[config.mk]
export PLATFORM = sky130hd
export DESIGN_NAME = guess_game_controller
export DESIGN_NICKNAME = d
export VERILOG_FILES = /design/src/rtl/guess_game_pkg.sv /design/src/rtl/guess_game_controller_seed.sv /design/src/rtl/guess_game_controller.sv
export SDC_FILE = /design/constraint.sdc
export NUM_CORES = 1
export LEC_CHECK = 0
export CORE_ASPECT_RATIO = 0.5
export CORE_MARGIN = 4
export CORE_UTILIZATION = 53
export CTS_CLUSTER_SIZE = 16
export DETAILED_ROUTE_END_ITERATION = 6
export GPL_TIMING_DRIVEN = 0
export PLACE_DENSITY = 0.78
export SYNTH_ARGS = -nofsm -noshare
export SYNTH_HDL_FRONTEND = slang
export SYNTH_SLANG_ARGS = --single-unit
[constraint.sdc]
create_clock -name clk -period 6 [get_ports clk]
set_input_delay 1.2 -clock clk [delete_from_list [all_inputs] [get_ports clk]]
set_output_delay 1.2 -clock clk [all_outputs]
set_load 0.02 [all_outputs]
[src/rtl/guess_game_pkg.sv]
// Shared definitions for the number-guessing game controller.
//   game_state_t : sequencing FSM states
//   DIFF_*       : difficulty input codes
//   DEC_MAX      : largest legal decimal digit
//   bcd3_to_bin  : three BCD digits -> 10-bit binary value
package guess_game_pkg;

  typedef enum logic [2:0] {
    S_IDLE       = 3'd0,
    S_ARM        = 3'd1,
    S_WAIT_GUESS = 3'd2,
    S_LATCH      = 3'd3,
    S_EVAL       = 3'd4,
    S_WON        = 3'd5,
    S_LOST       = 3'd6
  } game_state_t;

  localparam logic [1:0] DIFF_EASY     = 2'd0;
  localparam logic [1:0] DIFF_MED      = 2'd1;
  localparam logic [1:0] DIFF_HARD     = 2'd2;
  localparam logic [1:0] DIFF_HARD_ALT = 2'd3;

  localparam logic [3:0] DEC_MAX = 4'd9;

  function automatic logic [9:0] bcd3_to_bin(input logic [3:0] d3,
                                             input logic [3:0] d2,
                                             input logic [3:0] d1);
    return ({6'd0, d3} * 10'd100) + ({6'd0, d2} * 10'd10) + {6'd0, d1};
  endfunction

endpackage

[src/rtl/guess_game_controller_seed.sv]
// Free-running 3-digit BCD counter used as the secret-number source.
// Counts 000 -> 999 -> 000 every clock, independent of game state.
//   clk, reset : clock and asynchronous active-high reset (clears to 000)
//   o_d1..o_d3 : ones, tens, hundreds digits
module bcd_seed_counter
  import guess_game_pkg::*;
(
  input  logic       clk,
  input  logic       reset,
  output logic [3:0] o_d1,
  output logic [3:0] o_d2,
  output logic [3:0] o_d3
);

  logic [3:0] r_d1, r_d2, r_d3;

  always_ff @(posedge clk or posedge reset) begin
    if (reset) begin
      r_d1 <= 4'd0;
      r_d2 <= 4'd0;
      r_d3 <= 4'd0;
    end else if (r_d1 != DEC_MAX) begin
      r_d1 <= r_d1 + 4'd1;
    end else begin
      // ones wrap; carry ripples into tens, then hundreds
      r_d1 <= 4'd0;
      if (r_d2 != DEC_MAX) begin
        r_d2 <= r_d2 + 4'd1;
      end else begin
        r_d2 <= 4'd0;
        r_d3 <= (r_d3 == DEC_MAX) ? 4'd0 : r_d3 + 4'd1;
      end
    end
  end

  assign o_d1 = r_d1;
  assign o_d2 = r_d2;
  assign o_d3 = r_d3;

endmodule

[src/rtl/guess_game_controller.sv]
// Game-sequencing FSM for the number-guessing design.
//   clk, reset          : clock, asynchronous active-high reset
//   start, difficulty   : begin a new game; difficulty sampled on accepted start
//   confirm             : guess locked; guess_digit_1..3 valid one cycle later
//   max_digits          : editable digit count while a guess is in play, else 0
//   attempts_left       : remaining guesses
//   hint_higher/lower   : last guess below / above the secret
//   win, lose           : held game result
//   busy                : high in ARM, WAIT_GUESS and EVAL
module guess_game_controller #(
  parameter logic [3:0] EASY_TRIES = 4'd5,
  parameter logic [3:0] MED_TRIES  = 4'd7,
  parameter logic [3:0] HARD_TRIES = 4'd10
) (
  input  logic       clk,
  input  logic       reset,
  input  logic       start,
  input  logic [1:0] difficulty,
  input  logic       confirm,
  input  logic [3:0] guess_digit_1,
  input  logic [3:0] guess_digit_2,
  input  logic [3:0] guess_digit_3,
  output logic [1:0] max_digits,
  output logic [3:0] attempts_left,
  output logic       hint_higher,
  output logic       hint_lower,
  output logic       win,
  output logic       lose,
  output logic       busy
);
  import guess_game_pkg::*;

  game_state_t r_state;
  logic [1:0]  r_digits;
  logic [3:0]  r_attempts;
  logic [9:0]  r_secret;
  logic [3:0]  r_g1, r_g2, r_g3;
  logic        r_hint_h, r_hint_l, r_win, r_lose;

  logic [3:0]  w_seed_d1, w_seed_d2, w_seed_d3;
  logic [9:0]  w_seed_bin;
  logic [9:0]  w_guess_bin;

  function automatic logic [1:0] digits_for(input logic [1:0] diff);
    logic [1:0] n;
    case (diff)
      DIFF_EASY:               n = 2'd1;
      DIFF_MED:                n = 2'd2;
      DIFF_HARD, DIFF_HARD_ALT: n = 2'd3;
      default:                 n = 2'd3;
    endcase
    return n;
  endfunction

  function automatic logic [3:0] tries_for(input logic [1:0] digits);
    logic [3:0] t;
    case (digits)
      2'd1:    t = EASY_TRIES;
      2'd2:    t = MED_TRIES;
      default: t = HARD_TRIES;
    endcase
    return t;
  endfunction

  function automatic logic [3:0] clamp_digit(input logic [3:0] d);
    return (d > DEC_MAX) ? DEC_MAX : d;
  endfunction

  bcd_seed_counter u_seed (
    .clk   (clk),
    .reset (reset),
    .o_d1  (w_seed_d1),
    .o_d2  (w_seed_d2),
    .o_d3  (w_seed_d3)
  );

  // Digits beyond the active digit count are forced to 0 on both the
  // secret and the guess, so the comparison only sees the playable range.
  always_comb begin
    w_seed_bin  = bcd3_to_bin((r_digits == 2'd3) ? w_seed_d3 : 4'd0,
                              (r_digits >= 2'd2) ? w_seed_d2 : 4'd0,
                              w_seed_d1);
    w_guess_bin = bcd3_to_bin((r_digits == 2'd3) ? clamp_digit(r_g3) : 4'd0,
                              (r_digits >= 2'd2) ? clamp_digit(r_g2) : 4'd0,
                              clamp_digit(r_g1));
  end

  always_ff @(posedge clk or posedge reset) begin
    if (reset) begin
      r_state    <= S_IDLE;
      r_digits   <= 2'd0;
      r_attempts <= 4'd0;
      r_secret   <= 10'd0;
      r_g1       <= 4'd0;
      r_g2       <= 4'd0;
      r_g3       <= 4'd0;
      r_hint_h   <= 1'b0;
      r_hint_l   <= 1'b0;
      r_win      <= 1'b0;
      r_lose     <= 1'b0;
    end else begin
      case (r_state)
        S_IDLE, S_WON, S_LOST: begin
          if (start) begin
            r_digits <= digits_for(difficulty);
            r_state  <= S_ARM;
          end
        end
        S_ARM: begin
          r_attempts <= tries_for(r_digits);
          r_secret   <= w_seed_bin;
          r_hint_h   <= 1'b0;
          r_hint_l   <= 1'b0;
          r_win      <= 1'b0;
          r_lose     <= 1'b0;
          r_state    <= S_WAIT_GUESS;
        end
        S_WAIT_GUESS: begin
          // a restart request outranks a simultaneous confirm
          if (start) begin
            r_digits <= digits_for(difficulty);
            r_state  <= S_ARM;
          end else if (confirm) begin
            r_state <= S_LATCH;
          end
        end
        S_LATCH: begin
          // guess digits trail confirm by one register stage
          r_g1    <= guess_digit_1;
          r_g2    <= guess_digit_2;
          r_g3    <= guess_digit_3;
          r_state <= S_EVAL;
        end
        S_EVAL: begin
          if (w_guess_bin == r_secret) begin
            r_win    <= 1'b1;
            r_hint_h <= 1'b0;
            r_hint_l <= 1'b0;
            r_state  <= S_WON;
          end else begin
            r_hint_h <= (w_guess_bin < r_secret);
            r_hint_l <= (w_guess_bin > r_secret);
            if (r_attempts <= 4'd1) begin
              r_attempts <= 4'd0;
              r_lose     <= 1'b1;
              r_state    <= S_LOST;
            end else begin
              r_attempts <= r_attempts - 4'd1;
              r_state    <= S_WAIT_GUESS;
            end
          end
        end
        default: r_state <= S_IDLE;
      endcase
    end
  end

  assign max_digits    = (r_state == S_WAIT_GUESS || r_state == S_LATCH ||
                          r_state == S_EVAL) ? r_digits : 2'd0;
  assign busy          = (r_state == S_ARM || r_state == S_WAIT_GUESS ||
                          r_state == S_EVAL);
  assign attempts_left = r_attempts;
  assign hint_higher   = r_hint_h;
  assign hint_lower    = r_hint_l;
  assign win           = r_win;
  assign lose          = r_lose;

endmodule

==> results of run 1 <==
tightest hold or removal path, delay by kind of cell (launching register included):
kind             cells  cell delay, ns
flip-flops           1            0.34
AND/OR/NAND/NOR      1            0.05
AO/OA/AOI/OAI        1            0.05
how the worst max path moves through the flow:
stage                                   to  cells after the start
after floorplan           attempts_left[3]                     21
after global placement    attempts_left[3]                     21
after detailed placement  attempts_left[3]                     21
after CTS                 attempts_left[3]                     21
after global routing      attempts_left[3]                     21
final                     attempts_left[3]                     21
cell usage after synthesis, drive strengths merged (2+ instances only):
cell | n | area share, %
nor2b | 12 | 1.9
xnor2 | 16 | 3.6
a211oi | 2 | 0.39
xor2 | 5 | 1.1
and2 | 9 | 1.5
clkbuf | 3 | 0.29
a21boi | 2 | 0.39
o211ai | 3 | 0.58
nor3b | 5 | 1.3
o21ai | 29 | 3.9
nor3 | 3 | 0.39
buf | 4 | 0.68
a21o | 3 | 0.58
o221ai | 2 | 0.45
mux2i | 3 | 0.78
dfrtp | 47 | 30
fa | 10 | 5.2
inv | 55 | 5.3
or4 | 2 | 0.39
o21a | 7 | 1.4
nand2b | 6 | 0.97
ha | 61 | 20
a22o | 4 | 0.91
o22ai | 2 | 0.32
nand3 | 6 | 0.78
mux2 | 14 | 4.1
a21oi | 15 | 1.9
a31oi | 2 | 0.32
nor2 | 24 | 2.3
nand2 | 31 | 3.2
and4 | 2 | 0.45
layout make-up:
cell class	instances	area (um2)
Buffer	7	37.54
Clock buffer	6	138.9
Clock inverter	2	35.03
Fill cell	558	2430
Inverter	55	206.4
Multi-Input combinational cell	298	2445
Sequential cell	47	1176
Tap cell	92	115.1
Timing Repair Buffer	29	300.3
layer usage:
| layer | vias to the layer above | part of all wire [%] | global-route usage [%] |
|---|---|---|---|
| met5 | - | 0 | 0 |
| met3 | 9 | 3.4 | 3.975 |
| met1 | 1310 | 51 | 23.99 |
| li1 | 1465 | - | - |
| met4 | 0 | 1.3 | 5.628 |
| met2 | 31 | 44 | 28.29 |
flip-flops by register name (all words and copies together) (netlist names):
register / count
r_g2: 4
hint_lower: 1
u_seed.o_d1: 4
u_seed.o_d2: 4
u_seed.o_d3: 4
hint_higher: 1
r_secret: 10
r_state: 3
r_digits: 2
r_g1: 4
lose: 1
attempts_left: 4
r_g3: 4
win: 1
kinds of logic after synthesis:
group | after synthesis
xor+xnor | 21
compound gates | 79
fa+ha+maj | 71
flops | 47
simple gates | 110
mux | 17
buf+inv | 62
through the flow:
stage	instance area (um2)	hold slack [ns]	setup slack [ns]	utilization, %
final	4454	0.4754	0.8216	64.70
after floorplan	3865	0.4485	1.506	-
after global placement	4260	0.4620	0.9138	61.89
after CTS	4454	0.4812	0.8172	64.70
after detailed placement	4280	0.4670	0.8580	62.18
after global routing	4454	0.4966	0.5141	64.70
==> flow_metrics.py, run 1 <==
metrics = {
    "outcome": {
        "status": "completed",
    },
    "place": {
        "io_buffers": 28,
        "gp_congestion": 0.8020,
        "dp_hpwl_um": 5693,
        "dp_cells": 528,
    },
    "detailed_routing": {
        "wl_per_cell_um": 13.21,
        "vias_per_cell": 5.252,
        "drtIter0Drc": 123,
        "drc": 0,
        "vias": 2815,
        "ant_nets": 0,
        "wirelength_um": 7081,
        "drt_pass1_iterations": 4,
    },
    "critical_path": {
        "critPathBufInv": 4,
        "cp-end-kind": "flip-flop",
        "crit_arrival_ns": 5.36,
        "crit_required_ns": 6.18,
        "crit_top_cell": "ha_1",
        "reg2regPathDepth": 21,
        "path_delay_family": "adder cells",
        "worstPathCellList": "ha_1, o21ai_0, inv_1, ha_1, ha_1, inv_1, fa_1, inv_1, ha_1, ha_1, o21ai_0, a21boi_0, or4_1, nand3_1, ha_1, and4_1, nand4_1, nor2b_1, buf_6, o21ai_0, a22o_1",
        "critPathLaunchType": "flip-flop",
        "r2r_end": "attempts_left[3]",
        "critPathMaxStageDelay_ns": 0.50,
        "cp_max_fo": 9,
        "r2r_slack_ns": 0.82,
        "critPathKind": "reg -> reg",
        "critPathLaunch": "r_digits[1]",
        "critPathSlowestCell": "dfrtp_1",
        "r2r-start": "r_digits[1]",
    },
    "clocking": {
        "cts_hold_buf": 0,
        "cts_max_level": 2,
        "clock-sinks": 47,
        "cts_tree": "built",
        "cts_max_path_buffers": 2,
        "cts_buffers": 5,
        "postCtsResizedCells": 0,
        "insertion_delay_ns": 0.29,
        "root_buffer": "clkbuf_16",
        "postCtsSetupBuffers": 0,
        "clkTransAtPathRegs_ns": 0.06,
    },
    "timing": {
        "fmax_mhz": 193.1,
        "finalSetupViolCount": 0,
        "fin_skew_ns": 0.005491,
        "maxSlewHeadroom_pct": 66.17,
        "fin_setup_tns_ns": 0,
        "post-route-period-util_pct": 86.31,
        "fin_crit_ns": 5.178,
        "hold_viol": 0,
        "finalMaxSlewViolations": 0,
        "tightest_slew_ns": 0.5064,
        "rsz0062_at_grt": "false",
    },
    "min_path": {
        "min-delay-path-class": "reg -> reg",
        "holdPathEnd": "r_secret[6]",
        "hp-start": "r_secret[6]",
        "hold_depth": 2,
    },
    "die": {
        "die_w_um": 128.8,
        "die_h_um": 68.39,
        "dieArea_um2": 8806,
        "core_area_um2": 6884,
        "top_level_ports": 29,
        "fp-row-count": 21,
        "initial_core_util_pct": 56.14,
    },
    "logic_synthesis": {
        "synth-edff-count": 0,
        "yosys_warnings": 0,
        "netlist_area_um2": 3865,
        "yosys.area_share.adder_pct": 24.93,
        "synth-main-ff-cell": "dfrtp_1",
        "syn_inst": 407,
        "synth-seq-cells": 47,
        "synth_area_per_cell_um2": 9.496,
        "synth-simple-area-share_pct": 15.83,
        "async_reset_ff_share_pct": 100.0,
        "synth_compound_area_share_pct": 12.88,
        "synthDistinctLibCells": 53,
        "synthXorXnorAreaFrac_pct": 4.759,
        "synth_top_family_by_area": "adder cells",
        "yosys-mux-area-fraction_pct": 4.856,
        "yosysSeqAreaShare_pct": 30.43,
        "syn_nets": 496,
    },
    "global_routing": {
        "grt_pass1_vias": 2773,
        "grt_pass1_wl_um": 12270,
        "gr-total-overflow": 0,
        "grt.total_usage_pct": 17.64,
        "antenna_found_initial": 0,
        "grt_max_degree": 34,
    },
    "cells_and_area": {
        "nets": 532,
        "layout_commonest_cell": "ha_1",
        "final_layout_size_suffix_gt1_share_pct": 8.108,
        "final_cell_mix": "ha_1, inv_1, dfrtp_1, nand2_1",
        "antenna_cells": 0,
        "syn_to_final_growth_pct": 15.25,
        "layout.cells.non_filler": 536,
    },
    "flow_run": {
        "maxCapViolations": 0,
    },
}
Power of run 1 is not shown: default switching activity piles up to over one toggle a cycle in this logic, so the estimate is an artifact.
==> run 2, diff against run 1 <==
Settings changed: CTS_CLUSTER_SIZE 16 to 24, SETUP_SLACK_MARGIN set to 0.5.
==> results of run 2 <==
Same layout as run 1: the final DEF is identical, and so are final timing and power.
Power of run 2 is left out for the same reason.
